[config.mk]
export PLATFORM = sky130hd
export DESIGN_NAME = la_capture_flat
export DESIGN_NICKNAME = d
export VERILOG_FILES = /design/src/rtl/la_capture_pkg.sv /design/src/rtl/la_capture_if.sv /design/src/rtl/la_capture_ram.sv /design/src/rtl/la_capture.sv /design/src/flat_wrapper.sv
export SDC_FILE = /design/constraint.sdc
export NUM_CORES = 2
export LEC_CHECK = 0
export CAP_MARGIN = 20
export CORE_ASPECT_RATIO = 1.5
export CORE_MARGIN = 2
export CORE_UTILIZATION = 54
export DETAILED_ROUTE_END_ITERATION = 10
export PLACE_DENSITY = 0.76
export SLEW_MARGIN = 40
export SYNTH_ARGS = -nofsm -noshare
export SYNTH_HDL_FRONTEND = slang
export SYNTH_HIERARCHICAL = 1
export SYNTH_SLANG_ARGS = --single-unit
[constraint.sdc]
create_clock -name clk -period 3.3 [get_ports clk]
set_clock_uncertainty 0.1 [all_clocks]
set_input_delay 0.825 -clock clk [delete_from_list [all_inputs] [get_ports clk]]
set_output_delay 0.825 -clock clk [all_outputs]
set_load 0.005 [all_outputs]
[src/rtl/la_capture_pkg.sv]
// Shared types and defaults for the logic-analyser capture block.
// FSM state encoding, default widths, divider width and a state helper.
package la_capture_pkg;

   localparam int AW_DEF = 8;
   localparam int DW_DEF = 8;
   localparam int DIV_W  = 16;

   typedef enum logic [2:0] {
      ST_IDLE = 3'd0,
      ST_PRE  = 3'd1,
      ST_WAIT = 3'd2,
      ST_POST = 3'd3,
      ST_DONE = 3'd4
   } la_state_e;

   function automatic logic is_capturing(input la_state_e s);
      return (s == ST_PRE) || (s == ST_WAIT) || (s == ST_POST);
   endfunction

endpackage

[src/rtl/la_capture_if.sv]
// Bus between the host/trigger side (master) and la_capture (slave).
// Read handshake: rd_en is a request honoured only while done=1; each accepted
// request returns exactly one rd_valid strobe with rd_data on the next cycle.
interface la_capture_if #(
   parameter int AW = 8,
   parameter int DW = 8
);
   import la_capture_pkg::*;

   logic [DW-1:0] din;
   logic          trig_in;
   logic          arm;
   logic [AW-1:0] pre_cnt;
   logic          rd_en;
   logic          busy;
   logic          done;
   logic [AW-1:0] trig_addr;
   logic [DW-1:0] rd_data;
   logic          rd_valid;
   la_state_e     state;

   modport master (
      output din, trig_in, arm, pre_cnt, rd_en,
      input  busy, done, trig_addr, rd_data, rd_valid, state
   );

   modport slave (
      input  din, trig_in, arm, pre_cnt, rd_en,
      output busy, done, trig_addr, rd_data, rd_valid, state
   );

endinterface

[src/rtl/la_capture_ram.sv]
// Sample RAM: one write port and one registered read port, DEPTH x DW.
// Only the read register is reset; the array contents are don't-care.
module la_capture_ram #(
   parameter int AW = 8,
   parameter int DW = 8
) (
   input  logic          clk,
   input  logic          nrst,
   input  logic          we,
   input  logic [AW-1:0] waddr,
   input  logic [DW-1:0] wdata,
   input  logic          re,
   input  logic [AW-1:0] raddr,
   output logic [DW-1:0] rdata
);

   logic [DW-1:0] mem [2**AW];

   always_ff @(posedge clk) begin
      if (we) mem[waddr] <= wdata;
   end

   always_ff @(posedge clk) begin
      if (!nrst)   rdata <= '0;
      else if (re) rdata <= mem[raddr];
   end

endmodule

[src/rtl/la_capture.sv]
// Capture controller: pre-trigger fill, trigger wait, post-trigger fill, readback.
// Optional sample-rate divider enabled by defining LA_SAMPLE_DIV_EN.
module la_capture
   import la_capture_pkg::*;
#(
   parameter int AW = AW_DEF,
   parameter int DW = DW_DEF
) (
   input  logic             clk,
   input  logic             nrst,
`ifdef LA_SAMPLE_DIV_EN
   input  logic [DIV_W-1:0] sample_div,
`endif
   la_capture_if.slave      bus
);

   la_state_e     state;
   logic [AW-1:0] wr_ptr;
   logic [AW-1:0] rd_ptr;
   logic [AW-1:0] cnt;
   logic [AW-1:0] pre_lat;
   logic [AW-1:0] trig_addr;
   logic [AW-1:0] wr_ptr_inc;
   logic [AW-1:0] post_len;
   logic          busy;
   logic          done;
   logic          rd_valid;
   logic          sample;
   logic          wr_en;
   logic          rd_fire;

   assign wr_ptr_inc = wr_ptr + AW'(1);
   // DEPTH-1-pre in AW-bit arithmetic is simply the bitwise complement.
   assign post_len   = ~pre_lat;
   assign wr_en      = sample && is_capturing(state) && !bus.arm;
   assign rd_fire    = bus.rd_en && (state == ST_DONE) && !bus.arm;

`ifdef LA_SAMPLE_DIV_EN
   logic [DIV_W-1:0] div_cnt;

   // Strobe on the first cycle after arm, then every sample_div+1 cycles.
   always_ff @(posedge clk) begin
      if (!nrst)                                div_cnt <= '0;
      else if (bus.arm || div_cnt >= sample_div) div_cnt <= '0;
      else                                      div_cnt <= div_cnt + DIV_W'(1);
   end

   assign sample = (div_cnt == '0);
`else
   assign sample = 1'b1;
`endif

   always_ff @(posedge clk) begin
      if (!nrst) begin
         state     <= ST_IDLE;
         wr_ptr    <= '0;
         rd_ptr    <= '0;
         cnt       <= '0;
         pre_lat   <= '0;
         trig_addr <= '0;
         busy      <= 1'b0;
         done      <= 1'b0;
         rd_valid  <= 1'b0;
      end else begin
         rd_valid <= rd_fire;
         if (bus.arm) begin
            wr_ptr  <= '0;
            pre_lat <= bus.pre_cnt;
            cnt     <= bus.pre_cnt;
            busy    <= 1'b1;
            done    <= 1'b0;
            state   <= (bus.pre_cnt != '0) ? ST_PRE : ST_WAIT;
         end else begin
            case (state)
               ST_PRE: if (sample) begin
                  wr_ptr <= wr_ptr_inc;
                  cnt    <= cnt - AW'(1);
                  if (cnt == AW'(1)) state <= ST_WAIT;
               end
               ST_WAIT: if (sample) begin
                  wr_ptr <= wr_ptr_inc;
                  if (bus.trig_in) begin
                     trig_addr <= wr_ptr;
                     cnt       <= post_len;
                     if (post_len == '0) begin
                        state  <= ST_DONE;
                        busy   <= 1'b0;
                        done   <= 1'b1;
                        rd_ptr <= wr_ptr_inc;
                     end else begin
                        state <= ST_POST;
                     end
                  end
               end
               ST_POST: if (sample) begin
                  wr_ptr <= wr_ptr_inc;
                  cnt    <= cnt - AW'(1);
                  if (cnt == AW'(1)) begin
                     state  <= ST_DONE;
                     busy   <= 1'b0;
                     done   <= 1'b1;
                     rd_ptr <= wr_ptr_inc;
                  end
               end
               ST_DONE: if (rd_fire) rd_ptr <= rd_ptr + AW'(1);
               default: state <= ST_IDLE;
            endcase
         end
      end
   end

   la_capture_ram #(.AW(AW), .DW(DW)) u_ram (
      .clk   (clk),
      .nrst  (nrst),
      .we    (wr_en),
      .waddr (wr_ptr),
      .wdata (bus.din),
      .re    (rd_fire),
      .raddr (rd_ptr),
      .rdata (bus.rd_data)
   );

   assign bus.busy      = busy;
   assign bus.done      = done;
   assign bus.trig_addr = trig_addr;
   assign bus.rd_valid  = rd_valid;
   assign bus.state     = state;

endmodule

[src/flat_wrapper.sv]
// flat-port wrapper written by rule: the top's interface ports become plain ports
module la_capture_flat import la_capture_pkg::*;
#(
   parameter int AW = AW_DEF,
   parameter int DW = DW_DEF
)
  (clk, nrst, bus_din, bus_trig_in, bus_arm, bus_pre_cnt, bus_rd_en, bus_busy, bus_done, bus_trig_addr, bus_rd_data, bus_rd_valid, bus_state);
  la_capture_if #(.AW(AW), .DW(DW)) bus_i ();
  input  logic clk;
  input  logic nrst;
  input wire logic [$bits(bus_i.din)-1:0] bus_din;
  input wire logic [$bits(bus_i.trig_in)-1:0] bus_trig_in;
  input wire logic [$bits(bus_i.arm)-1:0] bus_arm;
  input wire logic [$bits(bus_i.pre_cnt)-1:0] bus_pre_cnt;
  input wire logic [$bits(bus_i.rd_en)-1:0] bus_rd_en;
  output wire logic [$bits(bus_i.busy)-1:0] bus_busy;
  output wire logic [$bits(bus_i.done)-1:0] bus_done;
  output wire logic [$bits(bus_i.trig_addr)-1:0] bus_trig_addr;
  output wire logic [$bits(bus_i.rd_data)-1:0] bus_rd_data;
  output wire logic [$bits(bus_i.rd_valid)-1:0] bus_rd_valid;
  output wire logic [$bits(bus_i.state)-1:0] bus_state;
  assign bus_i.din = bus_din;
  assign bus_i.trig_in = bus_trig_in;
  assign bus_i.arm = bus_arm;
  assign bus_i.pre_cnt = bus_pre_cnt;
  assign bus_i.rd_en = bus_rd_en;
  assign bus_busy = bus_i.busy;
  assign bus_done = bus_i.done;
  assign bus_trig_addr = bus_i.trig_addr;
  assign bus_rd_data = bus_i.rd_data;
  assign bus_rd_valid = bus_i.rd_valid;
  assign bus_state = bus_i.state;
  la_capture #(.AW(AW), .DW(DW)) u_core (.clk(clk), .nrst(nrst), .bus(bus_i));
endmodule
# --- After elaboration in Yosys (flattened, before gate mapping) ---
# Memory sizes are Yosys's and may differ from the RTL's. A register that Yosys moved wholly into a read port is not among the register bits.
# Index checks and enable logic that the tools add are counted.
classes:
  add_sub_neg: 3
  eq_ne: 14
  mux: 26
  n_bitwise: 3
  reduce_logical: 22
op_table:
  columns: ["cell", "n"]
  rows:
  - ["8-bit two-way mux", 6]
  - ["8-bit one-hot mux with 3 select lines", 1]
  - ["8-bit by 1-bit adder with 8-bit output, second input constant", 2]
  - ["8-bit one-hot mux with 2 select lines", 1]
  - ["3-bit two-way mux", 5]
  - ["3-bit != test, second input constant", 4]
  - ["3-bit one-hot mux with 4 select lines", 1]
  - ["4-bit AND reduction", 3]
  - ["1-bit two-way mux", 9]
  - ["3-bit nonzero test", 3]
  - ["8-bit by 1-bit equality test with 1-bit output, second input constant", 1]
  - ["8-bit zero test", 1]
  - ["2-bit != test, second input constant", 4]
  - ["8-bit NOT", 1]
  - ["8-bit nonzero test", 1]
  - ["8-bit by 1-bit subtractor with 8-bit output, second input constant", 1]
  - ["3-bit by 2-bit equality test with 1-bit output, second input constant", 2]
  - ["6-bit AND reduction", 1]
  - ["1-bit one-hot mux with 2 select lines", 2]
  - ["2-bit OR reduction", 2]
  - ["3-bit by 1-bit equality test with 1-bit output, second input constant", 1]
  - ["3-bit equality test, second input constant", 1]
  - ["1-bit logical AND", 3]
  - ["3-bit AND reduction", 1]
  - ["8 further kinds", 11]
totals:
  ff_bits: 46
  mem_bits_rw: 2048
  inputBits: 21
  out_inout_bits: 22
  word_cells: 78
  memories: 1
memory_table:
  columns: ["memory", "words", "width", "rd", "rd_clocked_by_memory_dff", "wr", "line", "source"]
  rows:
  - ["u_core.u_ram.mem", 256, 8, 1, 1, 1, "la_capture_ram.sv:17", "logic [DW-1:0] mem [2**AW];"]

# --- Logic depth before layout (Yosys ltp) ---
logic_depth:
  ltp_word: 6
  mapped_depth: 12
  depth_no_buf: 9

# --- Modules after synthesis ---
# Netlist, hierarchy kept.
modules_own_cells:
  columns: ["mod", "instances", "cells_each", "area_each_um2", "seq_area_each_um2"]
  rows:
  - ["la_capture_ram", 1, 3939, 80782.5, 61659.1]
  - ["la_capture", 1, 291, 2439.8, 920.9]

# --- Worst setup path after synthesis ---
# Ideal clock, no wire load.
synth_path:
  path_type: "input to register"
  startpoint: "input bus_arm"
  endpoint: "memory u_core.u_ram.mem[234][0] (enable)"
  setup_time_ns: 0.370
  arrival_time_ns: 2.615
  required_time_ns: 2.830
  path_slack_ns: 0.215
  cell_stages: 8
  n_path_buf: 5
  cell_sequence: "buf_2 buf_2 nor2_1 clkbuf_1 buf_1 nand3_1 clkbuf_1 nor2_1"
synth_via:
  elab_chain_cells: 4
synth_rtl:
  columns: ["item", "line", "source"]
  rows:
  - ["start: declaration", "flat_wrapper.sv:13", "input wire logic [$bits(bus_i.arm)-1:0] bus_arm;"]
  - ["1-bit zero test", "la_capture.sv:35", "assign wr_en = sample && is_capturing(state) && !bus.arm;"]
  - ["1-bit logical AND", "la_capture.sv:35", null]
  - ["named net u_core.wr_en", "la_capture.sv:29", "logic wr_en;"]
  - ["1-bit two-way mux", "la_capture_ram.sv:20", "if (we) mem[waddr] <= wdata;"]
  - ["1-bit two-way mux (implied by the code)", "la_capture_ram.sv:20", null]
  - ["end: declaration", "la_capture_ram.sv:17", null]
# The timed path passes the listed nets, and every way through them passes these cells.

==> out/results.tsv <==
metric	value	unit
coreArea	0.153	mm^2
holdPathStages	2	
yosys_warnings	6	
antenna_found_initial	4	
synth_edf_count	2048	
path_cells	buf_4, and2_2, buf_4, a22oi_1, nand3_1, nand4_1, nor3_1, a211o_1	
clock_latency	810	ps
critPathCaptureType	register	
grt_pass1_wl	328000	um
cp_slowest_cell	nor3_1	
ys_seq_area_share	75.2	%
grt_pass1_vias	45600	
slowest_delay	630	ps
synth_most_common_cell	edfxtp_1	
dpl_worst_slack	-304	ps
die_x	325	um
syn-instance-count	4230	
cpMostUsedCell	buf_4	
crit_family	simple AND/OR/NAND/NOR gates	
power.density	545	mW/mm^2
worst_slack	-38.7	ps
drtPass1Iterations	8	
wirelength	231000	um
final_util	61.8	%
nFillCells	10200	
num_vias	45500	
crit_required	3960	ps
timing.fmax	0.300	GHz
via_per_inst	6.62	
ys_ff_latch	2102	
hp-class	reg -> reg	
cts_tree	yes	
syn-num-nets	4255	
hold_buffers	0	
detailed_place_hpwl	154000	um
synth_commonest_cells	2,048 x edfxtp_1, 328 x nor2_1, 314 x mux4_2, 297 x mux2i_1, 139 x nand2_1	
worst-path-stages	8	
setup-tns-final	-38.7	ps
syn-cell-area	0.0832	mm^2
slew_headroom	40.8	%
grt_start_max_net_pins	111	
placed_cells	6545	
die_height	485	um
cp_max_fo	15	
yosys-top-cells-area	edfxtp_1 74%, mux4_2 8.5%, mux2i_1 3.6%	
routedWlPerCell	33.6	um
post-route-period-util	101	%
clk_pin_slew	70	ps
ir_drop	0.423	mV
avgSynthCellArea	19.7	um^2
setup_viol	1	
start_util	54.3	%
ys_async_sr_fraction	0	%
worstMarginPinSlew	884	ps
critPathBufInv	2	
leakagePower	29.3	nW
cts-root-buf	clkbuf_16	
cts_buffer_depth	3	
status	finished, violations left	
crit_type	reg -> reg	
cts_buffers	174	
gp_congestion	0.986	
syn2layout_area_growth	13.9	%
pin_count	43	
synth_top_area_cell	edfxtp_1	
fin_total_pwr	51.6	mW
cp.arrival	3990	ps
ys_types	86	
initialDrtViolationCount	5888	
crit_path_start_kind	register	
layout.nets	4701	
layout-drive-gt1-share	23.5	%
final_cells	6876	
drc	0	
synth_top_area_share	73.9	%
num_rows	176	
rsz0062_at_grt	false	
hold_viol	0	
io_buffers	42	
synthFlopType	edfxtp_1	
grt-ovfl-total	0	
ant_nets	0	
reg2regPathDepth	8	
htreeDepth	4	
die_area	0.157	mm^2
grt_use_total	29.3	%
min_period	3340	ps
finalMaxSlewViolations	0	
violations	negative setup slack	
cts_sinks	2102	
drv_cap	0	
power breakdown:
group          switching [mW]  leakage, nW  internal [mW]
combinational           0.695         7.54          0.266
sequential             0.0236         18.8           29.3
clock                    9.44         2.88           11.9
total                    10.2         29.3           41.5
through the flow:
step / hold slack [ps] / cell area (um^2)
detailed placement: 381 / 88700
floorplan: 352 / 83200
global route: 387 / 94800
CTS: 359 / 94700
global placement: 376 / 88700
finish: 395 / 94800
layer usage:
metal | part of all wire [%] | track usage (%)
met1 | 32 | 34.5
met5 | 0 | 0
met3 | 9.8 | 5.86
met2 | 49 | 48.1
met4 | 8.8 | 21.2
worst min-delay path: cells and delay by family (launching register included):
kind	cells	cell delay (ps)
flops	1	330
simple gates	1	70
compound gates	1	60
cell families (layout without fill, tap and decap cells):
family / after synthesis / in the layout / synth area share, %
flops: 2102 / 2102 / 75.2
mux: 691 / 691 / 14.6
simple gates: 686 / 686 / 3.71
compound gates: 465 / 465 / 3.91
buf+inv: 270 / 866 / 2.43
xor+xnor: 12 / 12 / 0.126
fa+ha+maj: 4 / 4 / 0.0601
other cells: 0 / 3 / 0
state kept, by name, summed over array words and instances, names as in the netlist:
signal,flops
u_core/bus.busy,1
u_core/bus.done,1
u_core/bus.rd_valid,1
u_core/bus.state,3
u_core/bus.trig_addr,8
u_core/cnt,8
u_core/pre_lat,8
u_core/rd_ptr,8
u_core/u_ram/mem,2048
u_core/u_ram/rdata,8
u_core/wr_ptr,8
cells in the final DEF (no fill, tap or decap), types with 30 or more instances in the layout:
cell | synthesis | routed
clkbuf_16 | 0 | 180
clkdlybuf4s50_1 | 0 | 34
a22oi_1 | 48 | 48
nand3_1 | 61 | 61
a211oi_1 | 32 | 32
o22ai_1 | 100 | 99
edfxtp_1 | 2048 | 2048
o21ai_0 | 58 | 57
buf_4 | 13 | 423
a21oi_1 | 69 | 68
mux2i_1 | 297 | 297
buf_12 | 17 | 60
clkinv_1 | 1 | 37
clkinv_2 | 0 | 30
mux4_1 | 78 | 78
mux4_2 | 314 | 314
nor3_1 | 37 | 37
o221ai_1 | 48 | 47
nand2_1 | 139 | 138
nor2_1 | 328 | 320
dfxtp_1 | 54 | 49
cell type report:
cell class | count | area, um^2 | area share, %
clock inverter | 111 | 1210 | 1.28
timing repair buffer | 528 | 4880 | 5.15
clock buffer | 215 | 4710 | 4.97
antenna | 3 | 7.51 | 0.00792
sequential | 2102 | 62600 | 66.0
multi-input combinational | 1858 | 18800 | 19.8
inverter | 12 | 47.5 | 0.0502
tap | 2047 | 2560 | 2.70
final timing paths:
path	from	end	slack, ps
worst max-delay path	u_core/rd_ptr[2]	u_core/u_ram/rdata[6]	-40
worst min-delay path	u_core/pre_lat[1]	u_core/pre_lat[1]	400
worst max register to register	u_core/rd_ptr[2]	u_core/u_ram/rdata[6]	-40
worst min register to register	u_core/pre_lat[1]	u_core/pre_lat[1]	400
repair_timing:
item	4_1_cts	5_1_grt
endpoints found under the setup margin	4	3
gates cloned	0	0
buffers inserted	2	0
pin swaps	0	1
gates resized for setup	4	14
(Power assumes the default switching activity.)
